==> config.mk <==
export PLATFORM = sky130hd
export DESIGN_NAME = load_store_unit
export DESIGN_NICKNAME = d
export VERILOG_FILES = /design/src/rtl/load_store_unit.sv
export SDC_FILE = /design/constraint.sdc
export NUM_CORES = 1
export LEC_CHECK = 0
export ABC_CLOCK_PERIOD_IN_PS = 2400
export CAP_MARGIN = 25
export CORE_MARGIN = 5
export CORE_UTILIZATION = 64
export DETAILED_ROUTE_END_ITERATION = 10
export DONT_BUFFER_PORTS = 1
export PLACE_DENSITY = 0.8
export RECOVER_POWER = 100
export SYNTH_ARGS = -nofsm -noshare
export SYNTH_HDL_FRONTEND = slang
export SYNTH_SLANG_ARGS = --single-unit
==> constraint.sdc <==
create_clock -name clk -period 2.4 [get_ports clk]
set_clock_uncertainty 0.05 [all_clocks]
set_input_delay 0.24 -clock clk [delete_from_list [all_inputs] [get_ports clk]]
set_output_delay 0.24 -clock clk [all_outputs]
set_load 0.02 [all_outputs]
==> src/rtl/load_store_unit.sv <==
// Memory-stage front end: byte/half/word loads and stores onto a word memory.
// Sub-word stores run as a read-modify-write that stalls the pipe one cycle.
//
// Ports:
//   clk, rst_n          clock, async active-low reset
//   req_valid/write     request present / 1 = store
//   req_size            00 byte, 01 half, 1x word
//   req_unsigned        zero-extend loads when 1
//   req_addr/wdata      byte address / store data (low-aligned)
//   stall               hold the current request this cycle
//   load_data/valid     registered load result and its one-cycle pulse
//   misalign            one-cycle pulse: previous request was dropped
//   mem_*               word-indexed data_memory port
module load_store_unit #(
    parameter bit BIG_ENDIAN = 1'b1
) (
    input  logic        clk,
    input  logic        rst_n,
    input  logic        req_valid,
    input  logic        req_write,
    input  logic [1:0]  req_size,
    input  logic        req_unsigned,
    input  logic [31:0] req_addr,
    input  logic [31:0] req_wdata,
    output logic        stall,
    output logic [31:0] load_data,
    output logic        load_valid,
    output logic        misalign,
    output logic [31:0] mem_address,
    output logic [31:0] mem_write_data,
    output logic        mem_read,
    output logic        mem_write,
    input  logic [31:0] mem_read_data
);

    typedef enum logic {
        IDLE,
        RMW_WR
    } state_t;

    state_t      state_q, state_d;
    logic [31:0] merge_q;
    logic [31:0] addr_q;

    logic        aligned;
    logic        is_sub;
    logic        idle_go;
    logic [1:0]  lane;
    logic [4:0]  shamt;
    logic [7:0]  rd_byte;
    logic [15:0] rd_half;
    logic [31:0] ld_ext;
    logic [31:0] mask;
    logic [31:0] merged;

    assign is_sub  = ~req_size[1];
    assign idle_go = (state_q == IDLE) & req_valid & aligned;

    always_comb begin
        case (req_size)
            2'b00:   aligned = 1'b1;
            2'b01:   aligned = ~req_addr[0];
            default: aligned = (req_addr[1:0] == 2'b00);
        endcase
    end

    // Lane = byte position counted from bit 0 of the word.
    always_comb begin
        if (!BIG_ENDIAN)
            lane = req_addr[1:0];
        else if (req_size == 2'b00)
            lane = 2'd3 - req_addr[1:0];
        else
            lane = 2'd2 - req_addr[1:0];
    end

    assign shamt   = {lane, 3'b000};
    assign rd_byte = mem_read_data[shamt +: 8];
    assign rd_half = lane[1] ? mem_read_data[31:16]
                             : mem_read_data[15:0];

    always_comb begin
        case (req_size)
            2'b00:
                ld_ext = {{24{~req_unsigned & rd_byte[7]}}, rd_byte};
            2'b01:
                ld_ext = {{16{~req_unsigned & rd_half[15]}}, rd_half};
            default:
                ld_ext = mem_read_data;
        endcase
    end

    assign mask   = (req_size == 2'b00 ? 32'h0000_00FF
                                       : 32'h0000_FFFF) << shamt;
    assign merged = (mem_read_data & ~mask)
                  | ((req_wdata << shamt) & mask);

    always_comb begin
        state_d        = state_q;
        stall          = 1'b0;
        mem_read       = 1'b0;
        mem_write      = 1'b0;
        mem_write_data = 32'h0;
        mem_address    = {2'b00, req_addr[31:2]};
        case (state_q)
            IDLE: begin
                if (req_valid && aligned) begin
                    if (!req_write) begin
                        mem_read = 1'b1;
                    end else if (is_sub) begin
                        mem_read = 1'b1;
                        stall    = 1'b1;
                        state_d  = RMW_WR;
                    end else begin
                        mem_write      = 1'b1;
                        mem_write_data = req_wdata;
                    end
                end
            end
            RMW_WR: begin
                mem_write      = 1'b1;
                mem_address    = addr_q;
                mem_write_data = merge_q;
                state_d        = IDLE;
            end
            default: state_d = IDLE;
        endcase
        // Nothing reaches memory or the pipe while reset is held.
        if (!rst_n) begin
            stall          = 1'b0;
            mem_read       = 1'b0;
            mem_write      = 1'b0;
            mem_write_data = 32'h0;
        end
    end

    always_ff @(posedge clk or negedge rst_n) begin
        if (!rst_n) begin
            state_q    <= IDLE;
            load_data  <= 32'h0;
            load_valid <= 1'b0;
            misalign   <= 1'b0;
            merge_q    <= 32'h0;
            addr_q     <= 32'h0;
        end else begin
            state_q    <= state_d;
            load_valid <= idle_go & ~req_write;
            misalign   <= (state_q == IDLE) & req_valid & ~aligned;
            if (idle_go && !req_write)
                load_data <= ld_ext;
            if (idle_go && req_write && is_sub) begin
                merge_q <= merged;
                addr_q  <= {2'b00, req_addr[31:2]};
            end
        end
    end

endmodule

==> metrics.txt, run 1 <==
start point of the critical path=state_q$_DFF_PN0_; Total Wirelength=17500 um; Slew Viols, Final=0; Async S/R FF share, synth=100%; final worst slack=0.0808 ns; post-synthesis adder-cell area fraction=0.433%; crit-path max FO=16; Clk pwr share=24.7%; main flop type after synthesis=dfrtp_1; Reg power frac=54.0%; startpoint types=register; post-synthesis simple-gate area fraction=20.0%; die extent in x=105 um; antenna cells=0; critical path's largest stage delay=0.43 ns; clock sink count=97; DRC=0; vias per inst=6.50; Skew-Pair Late Insertion Delay=0.36 ns; Worst-path clk slew=0.10 ns; initial antenna violation count=0; routed wirelength normalized by instance count=21.9 um; Crit Path Class=reg2out; HPWL Detailed=12000 um; delay-heaviest family, CP=simple AND/OR/NAND/NOR gates; DP Area=6060 um2; failing checks=negative hold slack; Max Cap Viol=0; multiplexer share of the synthesized area=16.2%; Post-synth EDFFs=0; Synth Cell Area=5780 um2; maximum VDD drop=0.601 mV; ratio of final minimum period to clock period=96.6%; yosys warns=0; TritonCTS Buffers=9; slowest CP cell=dfrtp_2; largest family of logic cells by synthesized area=simple AND/OR/NAND/NOR gates; pin count of the biggest net entering global routing=133; Final Cell Area=6610 um2; switching share of power=33.5%; Distinct cells, synth=44; vias in the first global route=5095; first-pass GRT wire length=27900 um; HP Class=in2async; commonest non-fill, non-tap cell in the layout=nand2_1; gr usage total=30.9%; I/O pins=204; run status=finished with violations; combinational power share=21.3%; Pint=2870 uW; XOR/XNOR Fraction of Synth Area=0%; Worst slew margin=7.40%; critical path required time=2.11 ns; CTS tree=done; WP data arrival=2.03 ns; # rows=34; # hold bufs at CTS=39; Syn Inst Count=642; #FFs+latches synth=97; final hold vios=97; drt pass-1 iters=5; via count=5190; post-synthesis compound-gate area fraction=16.4%; Leakage=0.00313 uW; post-synthesis average cell area=9.01 um2; drt first-iter violations=471; Buf+Inv Stages, Crit Path=3; CP cell instances=nand2b_1, nor4_4, buf_4, clkbuf_16, a22oi_1, nor2b_1, clkbuf_2; Area Overhead vs Synth=14.3%; IO Port Bufs=0; Worst Tran Pin Value=1.39 ns; share of layout cells above drive strength 1=13.9%; Final nets=792; pre-CTS setup slack=-0.0264 ns; commonest cells after routing, fill and taps aside=125 x nand2_1, 96 x dfrtp_1, 49 x nor2_1; Routed Antenna Nets=0; minimum clock period=2.32 ns; Net Switching=1450 uW; Peak Freq=431 MHz; Initial Util=66.0%; Root Buffer=clkbuf_8; Seq/Total Area, Yosys=42.0%; R2R Path Start=state_q$_DFF_PN0_; WHS=-0.487 ns; GPL Wtd Cong=0.933; Cell Pwr Density=654 nW/um2; Final setup violation count=0; clock buffer depth=2; Critical Path End Type=output pin; H-Tree Depth=3; grt total ovfl=0; Die ar.=11000 um2; die height=105 um; Core ar.=8760 um2
==> worst paths after layout <==
path,to,slack [ns],cells past startpoint
min,load_data[24]$_DFFE_PN0P_,-0.49,0
min in group clk,merge_q[3]$_DFFE_PN0P_,0.04,2
max in group asynchronous,state_q$_DFF_PN0_,2.57,0
max reg2reg,merge_q[30]$_DFFE_PN0P_,0.20,5
max,mem_write_data[10],0.08,7
min reg2reg,addr_q[25]$_DFFE_PN0P_,0.43,2
==> metrics by stage <==
step / power, uW / util [%] / cells / setup TNS, ns / hold slack, ns
final: 4320 / 75.4 / 799 / 0 / -0.487
after global routing: 4560 / 75.4 / 799 / -0.00662 / -0.506
after CTS: 4350 / 75.8 / 797 / 0 / -0.499
after detailed placement: 3230 / 69.1 / 743 / -0.313 / -0.103
after global placement: 3180 / 69.1 / 743 / 0 / -0.102
after floorplan: 3020 / - / 643 / 0 / -0.106
==> what timing repair did <==
action / CTS / global route
hold endpoints to repair: 142 / 97
setup buffers: 0 / 1
gates resized for setup: 0 / 1
endpoints found under the setup margin: 0 / 11
==> power by group through the flow <==
stage	combinational, uW	sequential, uW	clock (uW)
after floorplan	734	2280	0
after global placement	828	2350	0
after detailed placement	866	2360	0
after CTS	925	2330	1090
after global routing	1030	2380	1150
final	920	2330	1070
==> cells in the mapped netlist, drive strengths merged (2+ instances only) <==
cell type	count	share of area (%)
nand2	125	8.1
dfrtp	97	42
mux2	54	11
nor2	49	3.2
o21ai	41	3.6
clkbuf	36	2.3
nor2b	35	3.8
a22oi	33	4.3
mux2i	33	5.7
and3	17	1.8
a211o	16	2.4
buf	16	1.7
o22ai	15	1.6
a21oi	12	1.2
inv	12	0.78
a211oi	10	1.4
nor3b	9	1.3
a221oi	8	1.2
nand3b	3	0.39
ha	2	0.43
nand2b	2	0.22
o21a	2	0.26
or3	2	0.22
==> state kept, by name (all words and copies together) (netlist names) <==
signal	cells
misalign	1
merge_q	32
load_data	32
state_q	1
addr_q	30
load_valid	1
==> kinds of logic (layout without fill, tap and decap cells) <==
family                   Yosys count  in the layout
flip-flops                        97             97
AND/OR/NAND/NOR                  250            250
AO/OA/AOI/OAI                    140            140
buffers and inverters             65            113
multiplexers                      87             87
other                              1              2
adder cells (fa/ha/maj)            2              2
==> cell type report <==
class                      count  area [um2]
clock buffer                   9         124
clock inverter                 6        68.8
fill                         654        2150
inverter                      13        50.0
multi-input combinational    481        3100
sequential                    97        2430
tap                          108         135
timing repair buffer          85         707
==> metal layers <==
layer / track usage [%] / share of wire, % / wire, um / up-vias
met5: 0 / 0 / 0 / -
met4: 11.4 / 3.0 / 533 / 0
met3: 10.0 / 12 / 2180 / 49
met2: 46.9 / 47 / 8190 / 312
met1: 41.7 / 38 / 6600 / 2497
li1: - / - / - / 2332
No activity file was read; power rests on OpenSTA's default activity.
==> inputs of run 2 (changes only) <==
--- a/config.mk
+++ b/config.mk
@@ -5,14 +5,16 @@
 export SDC_FILE = /design/constraint.sdc
 export NUM_CORES = 1
 export LEC_CHECK = 0
+export ABC_AREA = 1
 export ABC_CLOCK_PERIOD_IN_PS = 2400
 export CAP_MARGIN = 25
 export CORE_MARGIN = 5
-export CORE_UTILIZATION = 64
+export CORE_UTILIZATION = 65
 export DETAILED_ROUTE_END_ITERATION = 10
 export DONT_BUFFER_PORTS = 1
-export PLACE_DENSITY = 0.8
+export PLACE_DENSITY = 0.81
 export RECOVER_POWER = 100
+export SETUP_SLACK_MARGIN = 0.15
 export SYNTH_ARGS = -nofsm -noshare
 export SYNTH_HDL_FRONTEND = slang
 export SYNTH_SLANG_ARGS = --single-unit
==> run 2 against run 1 <==
The run still ends with negative hold slack left. Worst hold slack worse by 0.021 ns. Core utilization fell by 1.7 points. Final cell count up 51%. Synthesized area grew 14%. Final area rose by 9.5%. Via count is 29% higher. Clock power about the same.
==> metrics.txt, run 2 <==
Final nets=1173 (was 792); grt total ovfl=0 (unchanged); #FFs+latches synth=97 (unchanged); startpoint types=register (unchanged); pin count of the biggest net entering global routing=99 (was 133); top cell type's share of synthesized area=36.9% (was 42.0%); commonest non-fill, non-tap cell in the layout=nand2_1 (unchanged); drt pass-1 iters=7 (was 5); Post-Route Setup TNS=0 ns (unchanged); H-Tree Depth=3 (unchanged); Worst slew margin=51.9% (was 7.40%); gr usage total=31.3% (was 30.9%); Worst Tran Pin Value=0.717 ns (was 1.39 ns); Critical Path End Type=output pin (unchanged); Leakage=0.00409 uW (was 0.00313 uW); Max Cap Viol=0 (unchanged); CTS tree=done (unchanged); DRC=0 (unchanged); TritonCTS Buffers=9 (unchanged); Total Wirelength=20000 um (was 17500 um); initial antenna violation count=0 (unchanged); most common library cells after synthesis=482 x nand2_1, 108 x inv_1, 97 x dfrtp_1, 58 x nand3_1, 58 x nor2_1 (was 125 x nand2_1, 97 x dfrtp_1, 54 x mux2_2, 49 x nor2_1, 39 x o21ai_0); critical path's largest stage delay=0.42 ns (was 0.43 ns); Synth area leaders=dfrtp_1 37%, nand2_1 27%, inv_1 6.2% (was dfrtp_1 42%, mux2_2 11%, nand2_1 8.1%); IO Port Bufs=0 (unchanged); maximum VDD drop=0.494 mV (was 0.601 mV); HPWL Detailed=13900 um (was 12000 um); Root Buffer=clkbuf_8 (unchanged); Cell Pwr Density=631 nW/um2 (was 654 nW/um2); pre-CTS setup slack=0.419 ns (was -0.0264 ns); Synth Cell Area=6580 um2 (was 5780 um2); slowest CP cell=dfrtp_2 (unchanged); Multi-input gate area=3350 um2 (was 3100 um2); FILL cells=822 (was 654); # rows=36 (was 34); routed wirelength normalized by instance count=16.6 um (was 21.9 um); Core ar.=9820 um2 (was 8760 um2); Initial Util=67.0% (was 66.0%); post-synthesis average cell area=6.40 um2 (was 9.01 um2); most frequent cell after synthesis=nand2_1 (unchanged); die extent in x=111 um (was 105 um); Sequential Area=2430 um2 (unchanged); Final Cell Area=7240 um2 (was 6610 um2); Slew Viols, Final=0 (unchanged); drt first-iter violations=838 (was 471); crit-path max FO=8 (was 16); HP Class=in2async (unchanged); start point of the critical path=state_q$_DFF_PN0_ (unchanged); Seq/Total Area, Yosys=36.9% (was 42.0%); Final setup violation count=0 (unchanged); vias in the first global route=6070 (was 5095); via count=6699 (was 5190); Skew-Pair Late Insertion Delay=0.38 ns (was 0.36 ns); first-pass GRT wire length=31200 um (was 27900 um); I/O pins=204 (unchanged); share of layout cells above drive strength 1=7.83% (was 13.9%); Worst path most repeated cell=nor2_1; antenna cells=0 (unchanged); final hold vios=97 (unchanged); Routed Antenna Nets=0 (unchanged); R2R Path Start=state_q$_DFF_PN0_ (unchanged); WHS=-0.509 ns (was -0.487 ns); clock buffer depth=2 (unchanged); Async S/R FF share, synth=100% (unchanged); die height=111 um (was 105 um); CP cell instances=nor2_1, buf_6, nand4_4, clkbuf_2, nor2_1, a21oi_1, nor2_1, buf_4 (was nand2b_1, nor4_4, buf_4, clkbuf_16, a22oi_1, nor2b_1, clkbuf_2); failing checks=negative hold slack (unchanged); RSZ-0062 raised after global routing=yes; final worst slack=0.141 ns (was 0.0808 ns); Distinct cells, synth=31 (was 44); Synth area leader=dfrtp_1 (unchanged); Buf+Inv Stages, Crit Path=3 (unchanged); yosys warns=0 (unchanged); critical path required time=2.11 ns (about the same); minimum clock period=2.26 ns (was 2.32 ns); main flop type after synthesis=dfrtp_1 (unchanged); run status=finished with violations (unchanged); Post-synth EDFFs=0 (unchanged); clock sink count=97 (unchanged); ratio of final minimum period to clock period=94.1% (was 96.6%); Syn Inst Count=1029 (was 642); Area Overhead vs Synth=9.94% (was 14.3%); vias per inst=5.55 (was 6.50); Die ar.=12200 um2 (was 11000 um2); GPL Wtd Cong=0.971 (was 0.933); Crit Path Class=reg2out (unchanged); Worst-path clk slew=0.10 ns (about the same); delay-heaviest family, CP=simple AND/OR/NAND/NOR gates (unchanged); Peak Freq=443 MHz (was 431 MHz); DP Area=6770 um2 (was 6060 um2); WP data arrival=1.97 ns (was 2.03 ns); commonest cells after routing, fill and taps aside=482 x nand2_1, 109 x inv_1, 96 x dfrtp_1 (was 125 x nand2_1, 96 x dfrtp_1, 49 x nor2_1); # hold bufs at CTS=32 (was 39); Top Registers=load_data: 32 flops, merge_q: 32 flops, addr_q: 30 flops (unchanged)
run 2: changes by cell type after synthesis, moves of 16 or more:
cell     previous run  this run
nand2_1           125       482
a21oi_1            10        42
nand3_1             1        58
a22oi_1            33         0
and3_1             17         0
inv_1              12       108
mux2_2             54         0
nand4_1             0        17
a211o_1            16         0
nor2b_1            35         0
mux2i_1            33         0
run 2: stage by stage:
| stage | utilization [%] | instances | total power (uW) |
|---|---|---|---|
| finish | 73.7 | 1206 | 4560 |
| floorplan | - | 1030 | 3240 |
| global placement | 69.0 | 1151 | 3420 |
| global route | 73.7 | 1206 | 4850 |
| detailed placement | 69.0 | 1151 | 3460 |
| CTS | 74.5 | 1200 | 4560 |
run 2: area by class of cell:
class                           count  share of cell area (%)
Timing Repair Buffer               87                    9.18
Inverter                          114                    5.95
Tap cell                          133                    2.30
Clock buffer                       10                    1.90
Sequential cell                    97                    33.6
Multi-Input combinational cell    759                    46.3
Clock inverter                      6                   0.795
run 2: what timing repair did:
action | in CTS | in global routing
pin swaps | 1 | 2
setup endpoints to repair | 15 | 17
resized for setup | 1 | 5
endpoints found under the hold margin | 136 | 97
buffers inserted | 1 | 4
gates cloned | 0 | 2
run 2: routing by layer:
metal | global-route usage, % | routed length (um) | vias up
met5 | 0 | 0 | -
met4 | 12.1 | 735 | 0
met1 | 41.5 | 7640 | 2980
li1 | - | - | 3220
met3 | 8.04 | 2490 | 72
met2 | 49.2 | 9160 | 427
run 2: worst paths after layout:
| kind | to | slack (ns) | depth (start not counted) |
|---|---|---|---|
| setup / recovery | mem_write_data[12] | 0.14 | 8 |
| hold / removal | load_data[12]$_DFFE_PN0P_ | -0.51 | 0 |
| setup reg to reg | merge_q[25]$_DFFE_PN0P_ | 0.18 | 8 |
| hold reg to reg | addr_q[29]$_DFFE_PN0P_ | 0.43 | 2 |
| max in group asynchronous | state_q$_DFF_PN0_ | 2.64 | 0 |
| min in group clk | merge_q[21]$_DFFE_PN0P_ | 0.02 | 4 |
run 2: power by group:
group          switching [uW]  internal (uW)
logic                     715            416
registers                 380           1990
clock network             630            431
run 2: kinds of logic after synthesis:
group                    Yosys count  share of synthesized area, %
other                              1                        0.0570
AND/OR/NAND/NOR                  658                          42.5
AO/OA/AOI/OAI                     97                          7.83
adder cells (fa/ha/maj)            2                         0.380
flip-flops                        97                          36.9
buffers and inverters            174                          12.3
